### config.mk
export PLATFORM = sky130hd
export DESIGN_NAME = result_pair_accumulator
export DESIGN_NICKNAME = d
export VERILOG_FILES = /design/src/rtl/result_pair_accumulator_pkg.sv /design/src/rtl/result_pair_accumulator_lane.sv /design/src/rtl/result_pair_accumulator.sv
export SDC_FILE = /design/constraint.sdc
export NUM_CORES = 1
export LEC_CHECK = 0
export ABC_AREA = 1
export ABC_CLOCK_PERIOD_IN_PS = 1680
export CAP_MARGIN = 20
export CORE_UTILIZATION = 46
export DETAILED_ROUTE_END_ITERATION = 8
export HOLD_SLACK_MARGIN = 0.12
export PLACE_DENSITY_LB_ADDON = 0.12
export SYNTH_ARGS = -nofsm -noshare
export SYNTH_HDL_FRONTEND = slang
export SYNTH_SLANG_ARGS = --single-unit
### constraint.sdc
create_clock -name clk -period 1.68 [get_ports clk]
set_input_delay 0.336 -clock clk [delete_from_list [all_inputs] [get_ports clk]]
set_output_delay 0.336 -clock clk [all_outputs]
set_load 0.02 [all_outputs]
### src/rtl/result_pair_accumulator_pkg.sv
// Shared types and width helpers for the result-pair accumulator.
package res_acc_pkg;

  typedef enum logic [1:0] {IDLE, ACCUM, HOLD} state_t;

  function automatic int cnt_w(input int window);
    return $clog2(window + 1);
  endfunction

  function automatic int sum_w(input int res_w, input int window);
    return res_w + $clog2(window);
  endfunction

endpackage

### src/rtl/result_pair_accumulator_lane.sv
// One lane of the window accumulator: running unsigned sum and maximum.
module lane_accum #(
  parameter int RES_W = 6,
  parameter int SUM_W = 11
) (
  input  logic             clk,
  input  logic             clr,
  input  logic             en,
  input  logic [RES_W-1:0] res,
  output logic [SUM_W-1:0] acc_sum,
  output logic [RES_W-1:0] acc_max
);

  // Clear wins over enable so a reset or a released window never folds in a sample.
  always_ff @(posedge clk) begin
    if (clr) begin
      acc_sum <= '0;
      acc_max <= '0;
    end else if (en) begin
      acc_sum <= acc_sum + SUM_W'(res);
      if (res > acc_max) acc_max <= res;
    end
  end

endmodule

### src/rtl/result_pair_accumulator.sv
// Collects windows of result pairs and presents per-lane sum/max and count via valid/ready.
module result_pair_accumulator
  import res_acc_pkg::*;
#(
  parameter  int RES_W  = 6,
  parameter  int WINDOW = 20,
  localparam int CNT_W  = cnt_w(WINDOW),
  localparam int SUM_W  = sum_w(RES_W, WINDOW)
) (
  input  logic             clk,
  input  logic             rst,
  input  logic             in_valid,
  output logic             in_ready,
  input  logic [RES_W-1:0] result1,
  input  logic [RES_W-1:0] result2,
  input  logic             flush,
  output logic             out_valid,
  input  logic             out_ready,
  output logic [SUM_W-1:0] sum1,
  output logic [SUM_W-1:0] sum2,
  output logic [RES_W-1:0] max1,
  output logic [RES_W-1:0] max2,
  output logic [CNT_W-1:0] out_count
);

  state_t           state_p0;
  state_t           state_d;
  logic [CNT_W-1:0] count_p0;
  logic             accept;
  logic             full;
  logic             release_win;
  logic             clr;

  assign accept      = in_valid && in_ready;
  assign full        = (int'(count_p0) + 1 == WINDOW);
  assign release_win = (state_p0 == HOLD) && out_ready;
  assign clr         = rst || release_win;

  always_ff @(posedge clk) begin
    if (rst) state_p0 <= IDLE;
    else     state_p0 <= state_d;
  end

  // A flush with no accepted sample only closes a window that already holds data.
  always_comb begin
    state_d = state_p0;
    case (state_p0)
      IDLE, ACCUM: begin
        if (accept && (full || flush))       state_d = HOLD;
        else if (accept)                     state_d = ACCUM;
        else if (flush && state_p0 == ACCUM) state_d = HOLD;
      end
      HOLD:    if (out_ready) state_d = IDLE;
      default: state_d = IDLE;
    endcase
  end

  always_comb begin
    in_ready  = 1'b1;
    out_valid = 1'b0;
    if (state_p0 == HOLD) begin
      in_ready  = 1'b0;
      out_valid = 1'b1;
    end
  end

  always_ff @(posedge clk) begin
    if (clr)         count_p0 <= '0;
    else if (accept) count_p0 <= count_p0 + CNT_W'(1);
  end

  assign out_count = count_p0;

  lane_accum #(.RES_W(RES_W), .SUM_W(SUM_W)) u_lane1 (
    .clk     (clk),
    .clr     (clr),
    .en      (accept),
    .res     (result1),
    .acc_sum (sum1),
    .acc_max (max1)
  );

  lane_accum #(.RES_W(RES_W), .SUM_W(SUM_W)) u_lane2 (
    .clk     (clk),
    .clr     (clr),
    .en      (accept),
    .res     (result2),
    .acc_sum (sum2),
    .acc_max (max2)
  );

endmodule

==> flow_summary_export.csv <==
group,metric,value,unit
power_and_ir_drop,total_power,2880,uW
cells_and_area,area_growth,45.7,%
detailed_routing,ant_nets,0,
floorplanning,io_pins,58,
detailed_routing,drt-total-wl,6.51,mm
logic_synthesis,synth_nets,410,
cts,cts_buffers,5,
cts,clockRootBuffer,"clkbuf_8",
cells_and_area,nNetsFinal,502,
floorplanning,fp-row-count,26,
worst_setup_path,arrival,1.33,ns
global_routing,track_usage,22.4,%
sta,max_freq,602,MHz
worst_setup_path,endpoint_kind,"output pin",
cells_and_area,num_antenna_cells,0,
global_routing,grt_pass1_wl,10.7,mm
logic_synthesis,ys.flop_type,"dfxtp_1",
worst_hold_path,hold_path.class,"in -> reg",
cells_and_area,multiInputGateArea,1650,um^2
worst_setup_path,cp_top_family,"buffers and inverters",
placed_design,io_buffers,57,
sta,post-route-period-util,98.9,%
cts,cts_max_path_buffers,2,
worst_setup_path,cp_max_fo,3,
logic_synthesis,synth_edf_count,0,
detailed_routing,drcViolationCount,0,
cts,htree_levels,2,
cts,ctsHoldBuffers,0,
worst_setup_path,slowest_delay,0.62,ns
detailed_routing,viasPerCell,5.01,
detailed_routing,drtIter0Drc,188,
detailed_routing,routed-via-count,2652,
placed_design,dpl.hpwl,4.54,mm
cells_and_area,regArea,825,um^2
floorplanning,core-area,5240,um^2
logic_synthesis,syn_area,2570,um^2
sta,finalSetupViolCount,0,
global_routing,gr-total-overflow,0,
placed_design,place_congestion,0.879,
floorplanning,fp.dieArea,5880,um^2
run_status,status,"finished, final reports clean",
floorplanning,die_height,76.7,um
worst_setup_path,crit_type,"reg -> out",
floorplanning,floorplan.initialDensity,49.0,%
power_and_ir_drop,ir_drop,0.000584,V
logic_synthesis,syn_area_per_cell,7.01,um^2
floorplanning,die_w,76.7,um
worst_setup_path,crit_path_start_kind,"flop",
global_routing,grt_start_max_net_pins,21,
logic_synthesis,yosysSeqAreaShare,32.0,%
sta,timing.hold.ws,0.428,ns
sta,fin_skew,0.00526,ns
cts,cts_tree,"built",
worst_setup_path,path_cells,"clkdlybuf4s50_1",
cts,clock-sinks,41,
detailed_routing,drt-pass1-iter-count,4,
sta,worst_slew_pin_slew,0.625,ns
cells_and_area,fillCellCount,428,
sta,slew_headroom,58.3,%
global_routing,grt_pass1_vias,2457,
cts,cts.clk_slew.worst_paths,0.08,ns
logic_synthesis,yosysWarningCount,0,
power_and_ir_drop,p_leak,0.00190,uW
power_and_ir_drop,p_per_area,771,nW/um^2
job,cap_viol_max_count,0,
sta,hold_viol,0,
global_routing,antenna_found_initial,0,
worst_setup_path,critPathBufInv,1,
cells_and_area,drive_gt1_share,18.5,%
logic_synthesis,yosys_register_bits,41,
logic_synthesis,ys_types,30,
sta,fin_crit,1.66,ns
logic_synthesis,synth_cells,366,
logic_synthesis,async_flop_share,0,%
worst_setup_path,cp_slowest_cell,"clkdlybuf4s50_1",
cts,clk_latency,0.30,ns
sta,final_max_slew_viol_count,0,
detailed_routing,wl_per_cell,12.3,um
worst_setup_path,worst_ep_required_time,1.34,ns
==> synth_stat cells (3+ instances only) <==
master	number	area [um^2]
nand2_1	73	274
ha_1	25	313
xor2_1	5	43.8
nand4_1	5	31.3
nand3_1	30	150
o21ai_0	20	100
inv_1	51	191
dfxtp_1	41	821
a21oi_1	37	185
nor2_1	45	169
buf_4	3	22.5
inv_2	3	11.3
buf_2	4	20.0
==> cells by family (layout without fill, tap and decap cells) <==
group	after synthesis	in the layout	synth area share, %
simple gates	161	161	26.7
compound gates	68	68	15.2
buf+inv	62	155	9.99
flops	41	41	32.0
fa+ha+maj	27	27	13.7
xor+xnor	7	7	2.39
==> flip-flops by register name, summed over array words and instances (netlist names) <==
name,count
u_lane1.acc_sum,11
u_lane2.acc_sum,11
u_lane1.acc_max,6
u_lane2.acc_max,6
out_count,5
state_p0,2
==> cell usage in the layout, fill, tap and decap left out, types with 3 or more instances in the layout <==
master           count
ha_4                 9
a21oi_1             34
nor2_1              44
nand2_2              6
xor2_1               5
dlymetal6s2s_1      14
o21ai_0             13
clkbuf_8             7
nand4_1              5
inv_1               49
a21oi_2              3
dfxtp_1             38
nand3_1             28
clkdlybuf4s50_1     25
buf_4               34
o21ai_1              7
ha_1                15
dlygate4sd2_1       18
inv_2                4
dfxtp_2              3
nand2_1             69
==> layout make-up <==
class                      instances  area share [%]
timing repair buffer              93            23.3
inverter                          54            5.49
clock buffer                       7            2.58
tap                               70            2.34
multi-input combinational        263            44.1
clock inverter                     1           0.134
sequential                        41            22.1
==> what timing repair did <==
item / CTS / global route
gates cloned: 0 / 0
buffers inserted: 1 / 0
setup endpoints to repair: 33 / 34
resized for setup: 30 / 41
pin swaps: 4 / 14
==> through the flow <==
step / cells / setup slack, ns / instance area (um^2) / TNS (ns) / utilization, %
2_1_floorplan: 366 / 0.0128 / 2570 / 0 / -
3_5_place_dp: 520 / -0.541 / 3450 / -11.39 / 65.8
5_1_grt: 529 / -0.0198 / 3740 / -0.0306 / 71.4
6_report: 529 / 0.0187 / 3740 / 0 / 71.4
4_1_cts: 529 / -0.0106 / 3580 / -0.0106 / 68.3
3_3_place_gp: 520 / -0.446 / 3450 / -10.29 / 65.8
==> where the power goes <==
| group | switching [uW] | internal [uW] | total (uW) |
|---|---|---|---|
| clock network | 371 | 372 | 743 |
| logic | 541 | 482 | 1020 |
| registers | 70.1 | 1050 | 1120 |
| total | 982 | 1900 | 2880 |
==> layer usage <==
layer	global-route usage (%)	vias up	routed length, um
met5	0	-	0
met4	7.88	0	79
met3	3.33	8	233
met2	39.1	69	3190
met1	27.8	1204	3000
li1	-	1371	-
==> path summary, 6_finish.rpt <==
| check | from | endpoint | slack, ns | cells past startpoint |
|---|---|---|---|---|
| hold / removal | result1[3] | u_lane1.acc_max[3] | 0.43 | 3 |
| hold reg to reg | u_lane2.acc_max[2] | u_lane2.acc_max[2] | 0.49 | 2 |
| setup / recovery | u_lane2.acc_sum[3] | sum2[3] | 0.02 | 1 |
| setup reg to reg | u_lane1.acc_sum[0] | u_lane1.acc_sum[6] | 0.09 | 9 |
(Power assumes the default switching activity.)
==> variant 1, RTL diff (config.mk and constraints unchanged) <==
Encoding of `state_t`: now one-hot (3 bits for 3 states).
--- a/src/rtl/result_pair_accumulator_pkg.sv
+++ b/src/rtl/result_pair_accumulator_pkg.sv
@@ -1,7 +1,7 @@
 // Shared types and width helpers for the result-pair accumulator.
 package res_acc_pkg;
 
-  typedef enum logic [1:0] {IDLE, ACCUM, HOLD} state_t;
+  typedef enum logic [2:0] {IDLE = 3'b001, ACCUM = 3'b010, HOLD = 3'b100} state_t;
 
   function automatic int cnt_w(input int window);
     return $clog2(window + 1);
Function: no difference found for any inputs over 10 cycles, from zero or initial values and one cycle with rst high; not proved beyond that.
==> variant 1 against the unedited design <==
Sequential cell count is 1 higher. Setup slack worse by 0.0062 ns. Synthesized cell count is 4.1% higher. Critical path type unchanged. Total power is 9.4% higher. Wire length is 1.3% higher. Highest routed layer unchanged. Design area is 1.1% higher. Synthesized area is 2.8% higher. Clock skew is 0.0020 ns higher. Largest power group unchanged.
==> variant 1: results (changes against the unedited design) <==
stage;metric;value;unit;change
status;status;finished, final reports clean;;
detailed_routing;per-cell routed wire length;12.2;um;-0.54%
critical_path;CP max FO;4;;+1
power;P_leak;1.99;nW;+4.9%
finish;layout cells sized above 1;15.8;%;-2.7 points
finish;largest registers;u_lane1.acc_sum x11, u_lane2.acc_sum x11;;
critical_path;Setup crit start kind;flop;;
finish;Nets;510;;+1.6%
critical_path;Slowest cell on crit path;clkdlybuf4s50_1;;
detailed_routing;Vias;2687;;+1.3%
global_routing;antenna violations before repair;0;;unchanged
global_routing;first-pass GRT wire length;10500;um;-1.6%
global_routing;vias in the first global route;2379;;-3.2%
critical_path;CP delay by family, top;buffers and inverters;;
clock_network;clk root buf;clkbuf_8;;
timing;Worst slew margin;76.0;%;+18 points
hold_path;Hold Crit Class;input port to flop;;
global_routing;gr usage total;21.5;%;-0.93 points
critical_path;Worst EP arrival;1.33;ns;about the same
placement;GPL Wtd Cong;0.853;;-2.9%
logic_synthesis;synth top area cells;dfxtp_1 (32%), ha_1 (12%), nand2_1 (10%);;
placement;hpwl dp;4730;um;+4.0%
logic_synthesis;Net Count, Synth;425;;+3.7%
logic_synthesis;asr flop ratio synth;0;%;unchanged
clock_network;CTS buffer count;5;;unchanged
detailed_routing;DR iter-0 viols;129;;-31%
critical_path;CP peak stage delay;0.64;ns;+0.02 ns
power;Max VDD drop;0.000465;V;-20%
global_routing;largest net degree at the start of global routing;20;;-4.8%
detailed_routing;drt first pass iters;5;;+1
logic_synthesis;number of distinct library cells after synthesis;29;;-3.3%
finish;n_diodes;0;;unchanged
placement;I/O Buffers;57;;unchanged
clock_network;Post-CTS Hold Fix Bufs;0;;unchanged
logic_synthesis;sequential area share after synthesis;31.9;%;-0.11 points
logic_synthesis;Commonest cells post-synth;nand2_1 (71), nor2_1 (62), inv_1 (56), dfxtp_1 (42), ha_1 (25);;
timing;Setup Skew;0.00728;ns;+0.00202 ns
logic_synthesis;Yosys warnings;0;;unchanged
variant 1: cells by family after synthesis:
| logic type | count (synthesis) | synth area share, % |
|---|---|---|
| AOI/OAI and AO/OA | 57 | 11.9 |
| and+or+nand+nor | 182 | 30.6 |
| DFF | 42 | 31.9 |
| xor gates and xnor gates | 7 | 2.32 |
| adders and majority gates | 27 | 13.4 |
| buffers and inverters | 66 | 9.96 |
variant 1: metal layers:
metal,global-route usage [%],up-vias,wire length [um]
li1,-,1398,-
met1,27.6,1218,3050
met2,37.7,61,3170
met3,3.29,10,285
met4,4.53,0,87
met5,0,-,0
variant 1: final timing paths:
| kind | start | to | slack (ns) | cells after the start |
|---|---|---|---|---|
| max reg2reg | u_lane2.acc_max[5]$_SDFFE_PP0P_ | u_lane2.acc_max[1]$_SDFFE_PP0P_ | 0.12 | 8 |
| max | u_lane1.acc_sum[1]$_SDFFE_PP0P_ | sum1[1] | 0.01 | 1 |
| min | result1[5] | u_lane1.acc_max[5]$_SDFFE_PP0P_ | 0.45 | 3 |
| min reg2reg | u_lane1.acc_sum[0]$_SDFFE_PP0P_ | u_lane1.acc_sum[0]$_SDFFE_PP0P_ | 0.48 | 2 |
variant 1: what timing repair did:
item,4_1_cts,5_1_grt
gates resized for setup,19,36
endpoints found under the setup margin,27,35
buffers inserted,0,0
pin swaps,1,6
variant 1: area by class of cell:
type | instances | area, um^2
clock inverters | 3 | 40.0
well taps | 72 | 90.1
inverters | 58 | 218
multi-input cells | 273 | 1680
flip-flops and latches | 42 | 843
clock buffers | 5 | 68.8
repair buffers | 86 | 836
fillers | 485 | 1730
variant 1: per-stage QoR:
| stage | cells | area (um^2) | hold slack, ns | utilization (%) | setup WS (ns) |
|---|---|---|---|---|---|
| 2_1_floorplan | 381 | 2640 | 0.405 | - | 0.0277 |
| 3_3_place_gp | 531 | 3470 | 0.455 | 63.1 | -0.451 |
| 3_5_place_dp | 531 | 3470 | 0.463 | 63.1 | -0.475 |
| 4_1_cts | 539 | 3620 | 0.477 | 65.8 | 0.000860 |
| 5_1_grt | 539 | 3780 | 0.490 | 68.6 | -0.00184 |
| 6_report | 539 | 3780 | 0.452 | 68.6 | 0.0125 |
variant 1: power breakdown:
group	switching, mW	internal (mW)
combinational	0.618	0.540
sequential	0.0886	1.09
clock	0.376	0.438
total	1.08	2.07
==> variant 2, RTL diff (config.mk and constraints unchanged) <==
Made on the original files. `RES_W` is set to 6 in 2 places; all go to 12.
--- a/src/rtl/result_pair_accumulator_lane.sv
+++ b/src/rtl/result_pair_accumulator_lane.sv
@@ -1,6 +1,6 @@
 // One lane of the window accumulator: running unsigned sum and maximum.
 module lane_accum #(
-  parameter int RES_W = 6,
+  parameter int RES_W = 12,
   parameter int SUM_W = 11
 ) (
   input  logic             clk,
--- a/src/rtl/result_pair_accumulator.sv
+++ b/src/rtl/result_pair_accumulator.sv
@@ -2,7 +2,7 @@
 module result_pair_accumulator
   import res_acc_pkg::*;
 #(
-  parameter  int RES_W  = 6,
+  parameter  int RES_W  = 12,
   parameter  int WINDOW = 20,
   localparam int CNT_W  = cnt_w(WINDOW),
   localparam int SUM_W  = sum_w(RES_W, WINDOW)
Interface: changed (6 resized); port bits go from 58 to 94. No check against the original RTL was run, so the function may have changed too.
==> variant 2 against the unedited design <==
Fmax up 0.29%. Total power rose by 90%. Clock skew up 0.0061 ns. Sequential cell count up 24. Sequential power rose by 65%. Sequential share of layout area decreased by 3.0 points. Clock power up 66%. Critical path depth is 9 higher. Synthesized area increased by 92%. Critical endpoint is now u_lane2.acc_sum[14]$_SDFFE_PP0P_. Final cell count is 100% higher. Wire length increased by 110%. Design area increased by 86%. Setup slack better by 0.0048 ns.
==> variant 2: results (changes against the unedited design) <==
stage;metric;value;unit;change
timing;Setup Skew;0.0114;ns;+0.00612 ns
detailed_routing;per-cell routed wire length;12.8;um;+3.9%
finish;final non-filler cell total;1068;;+100%
placement;Post-DP Area;6280;um^2;+82%
timing;measured slew at the worst slew-check pin;0.303;ns;-0.322 ns
logic_synthesis;asr flop ratio synth;0;%;unchanged
power;Max VDD drop;0.000453;V;-22%
critical_path;CP delay by family, top;simple AND/OR/NAND/NOR gates;;
clock_network;clk root buf;clkbuf_8;;
status;status;finished, final reports clean;;
critical_path;Slowest cell on crit path;fa_2;;
critical_path;CP peak stage delay;0.38;ns;-0.24 ns
placement;I/O Buffers;93;;+63%
clock_network;# resized after CTS;107;;+260%
finish;n_diodes;0;;unchanged
clock_network;Worst-path clk slew;0.08;ns;about the same
logic_synthesis;number of distinct library cells after synthesis;29;;-3.3%
global_routing;vias in the first global route;4782;;+95%
timing;final setup margin;0.0235;ns;+0.00485 ns
clock_network;CTS buffer count;9;;+4
logic_synthesis;sequential area share after synthesis;26.4;%;-5.6 points
finish;largest registers;u_lane1.acc_sum x17, u_lane2.acc_sum x17;;
detailed_routing;DR iter-0 viols;259;;+38%
clock_network;H-tree depth;3;;+1
placement;placed cell count;1046;;+100%
clock_network;Setup Fix Bufs, Post-CTS;2;;+1
placement;hpwl dp;10200;um;+120%
clock_network;Clock Path Buffers;2;;unchanged
logic_synthesis;Commonest cells post-synth;nand2_1 (209), inv_1 (137), nor2_1 (110), nand3_1 (66);;
logic_synthesis;Net Count, Synth;870;;+110%
critical_path;CP max FO;4;;+1
global_routing;largest net degree at the start of global routing;29;;+38%
critical_path;R2R depth;10;;+1
finish;fill cell count;953;;+120%
finish;layout cells sized above 1;17.7;%;-0.81 points
global_routing;first-pass GRT wire length;22100;um;+110%
detailed_routing;drt first pass iters;5;;+1
clock_network;Skew-Pair Late Insertion Delay;0.36;ns;+0.06 ns
hold_path;WHS Path Cells;5;;+2
detailed_routing;Vias;5271;;+99%
placement;GPL Wtd Cong;0.899;;+2.3%
global_routing;antenna violations before repair;0;;unchanged
logic_synthesis;synth top area cells;dfxtp_1 (26%), nand2_1 (16%), ha_1 (12%);;
power;Switch Pwr;2.15;mW;+120%
global_routing;gr usage total;24.7;%;+2.3 points
placement;pre-CTS setup slack;-0.553;ns;-0.0116 ns
power;P_leak;3.78;nW;+99%
logic_synthesis;Mapped Cells;790;;+120%
-- variant 2: worst paths after layout --
check / from / to / slack, ns
setup / recovery: u_lane2.acc_sum[0]$_SDFFE_PP0P_ / u_lane2.acc_sum[14]$_SDFFE_PP0P_ / 0.02
hold / removal: result2[8] / u_lane2.acc_max[8]$_SDFFE_PP0P_ / 0.46
setup reg to reg: u_lane2.acc_sum[0]$_SDFFE_PP0P_ / u_lane2.acc_sum[14]$_SDFFE_PP0P_ / 0.02
hold reg to reg: u_lane2.acc_max[5]$_SDFFE_PP0P_ / u_lane2.acc_max[5]$_SDFFE_PP0P_ / 0.49
-- variant 2: per-layer routing --
metal / track usage (%) / wire, um
met2: 40.2 / 6200
met5: 0 / 0
met1: 33.7 / 6770
met4: 5.13 / 103
met3: 5.07 / 584
-- variant 2: area by class of cell --
class                   count  area (um^2)  area share, %
clock buffers              10          138           1.98
clock inverters             5         32.5          0.468
inverters                 141          542           7.79
multi-input cells         563         3410           49.0
flip-flops and latches     65         1320           19.0
well taps                 136          170           2.45
repair buffers            148         1340           19.3
-- variant 2: power groups by stage --
stage               registers [mW]  clock network, mW  logic (mW)
detailed placement            1.86                  0        2.19
floorplan                     2.01                  0        1.20
global placement              1.85                  0        2.14
finish                        1.85               1.23        2.39
CTS                           1.84               1.26        2.23
global route                  1.87               1.34        2.66
-- variant 2: kinds of logic after synthesis --
kind of cell	count (synthesis)	synth area share, %
AND/OR/NAND/NOR	411	34.6
buffers and inverters	162	13.8
XOR/XNOR	13	2.31
flip-flops	65	26.4
adder cells (fa/ha/maj)	51	13.3
AO/OA/AOI/OAI	88	9.53
-- variant 2: worst min-delay path: stages --
cell,delay [ns]
dlymetal6s2s_1,0.19
inv_1,0.08
nand3_1,0.08
nand2_1,0.07
nor2_1,0.03
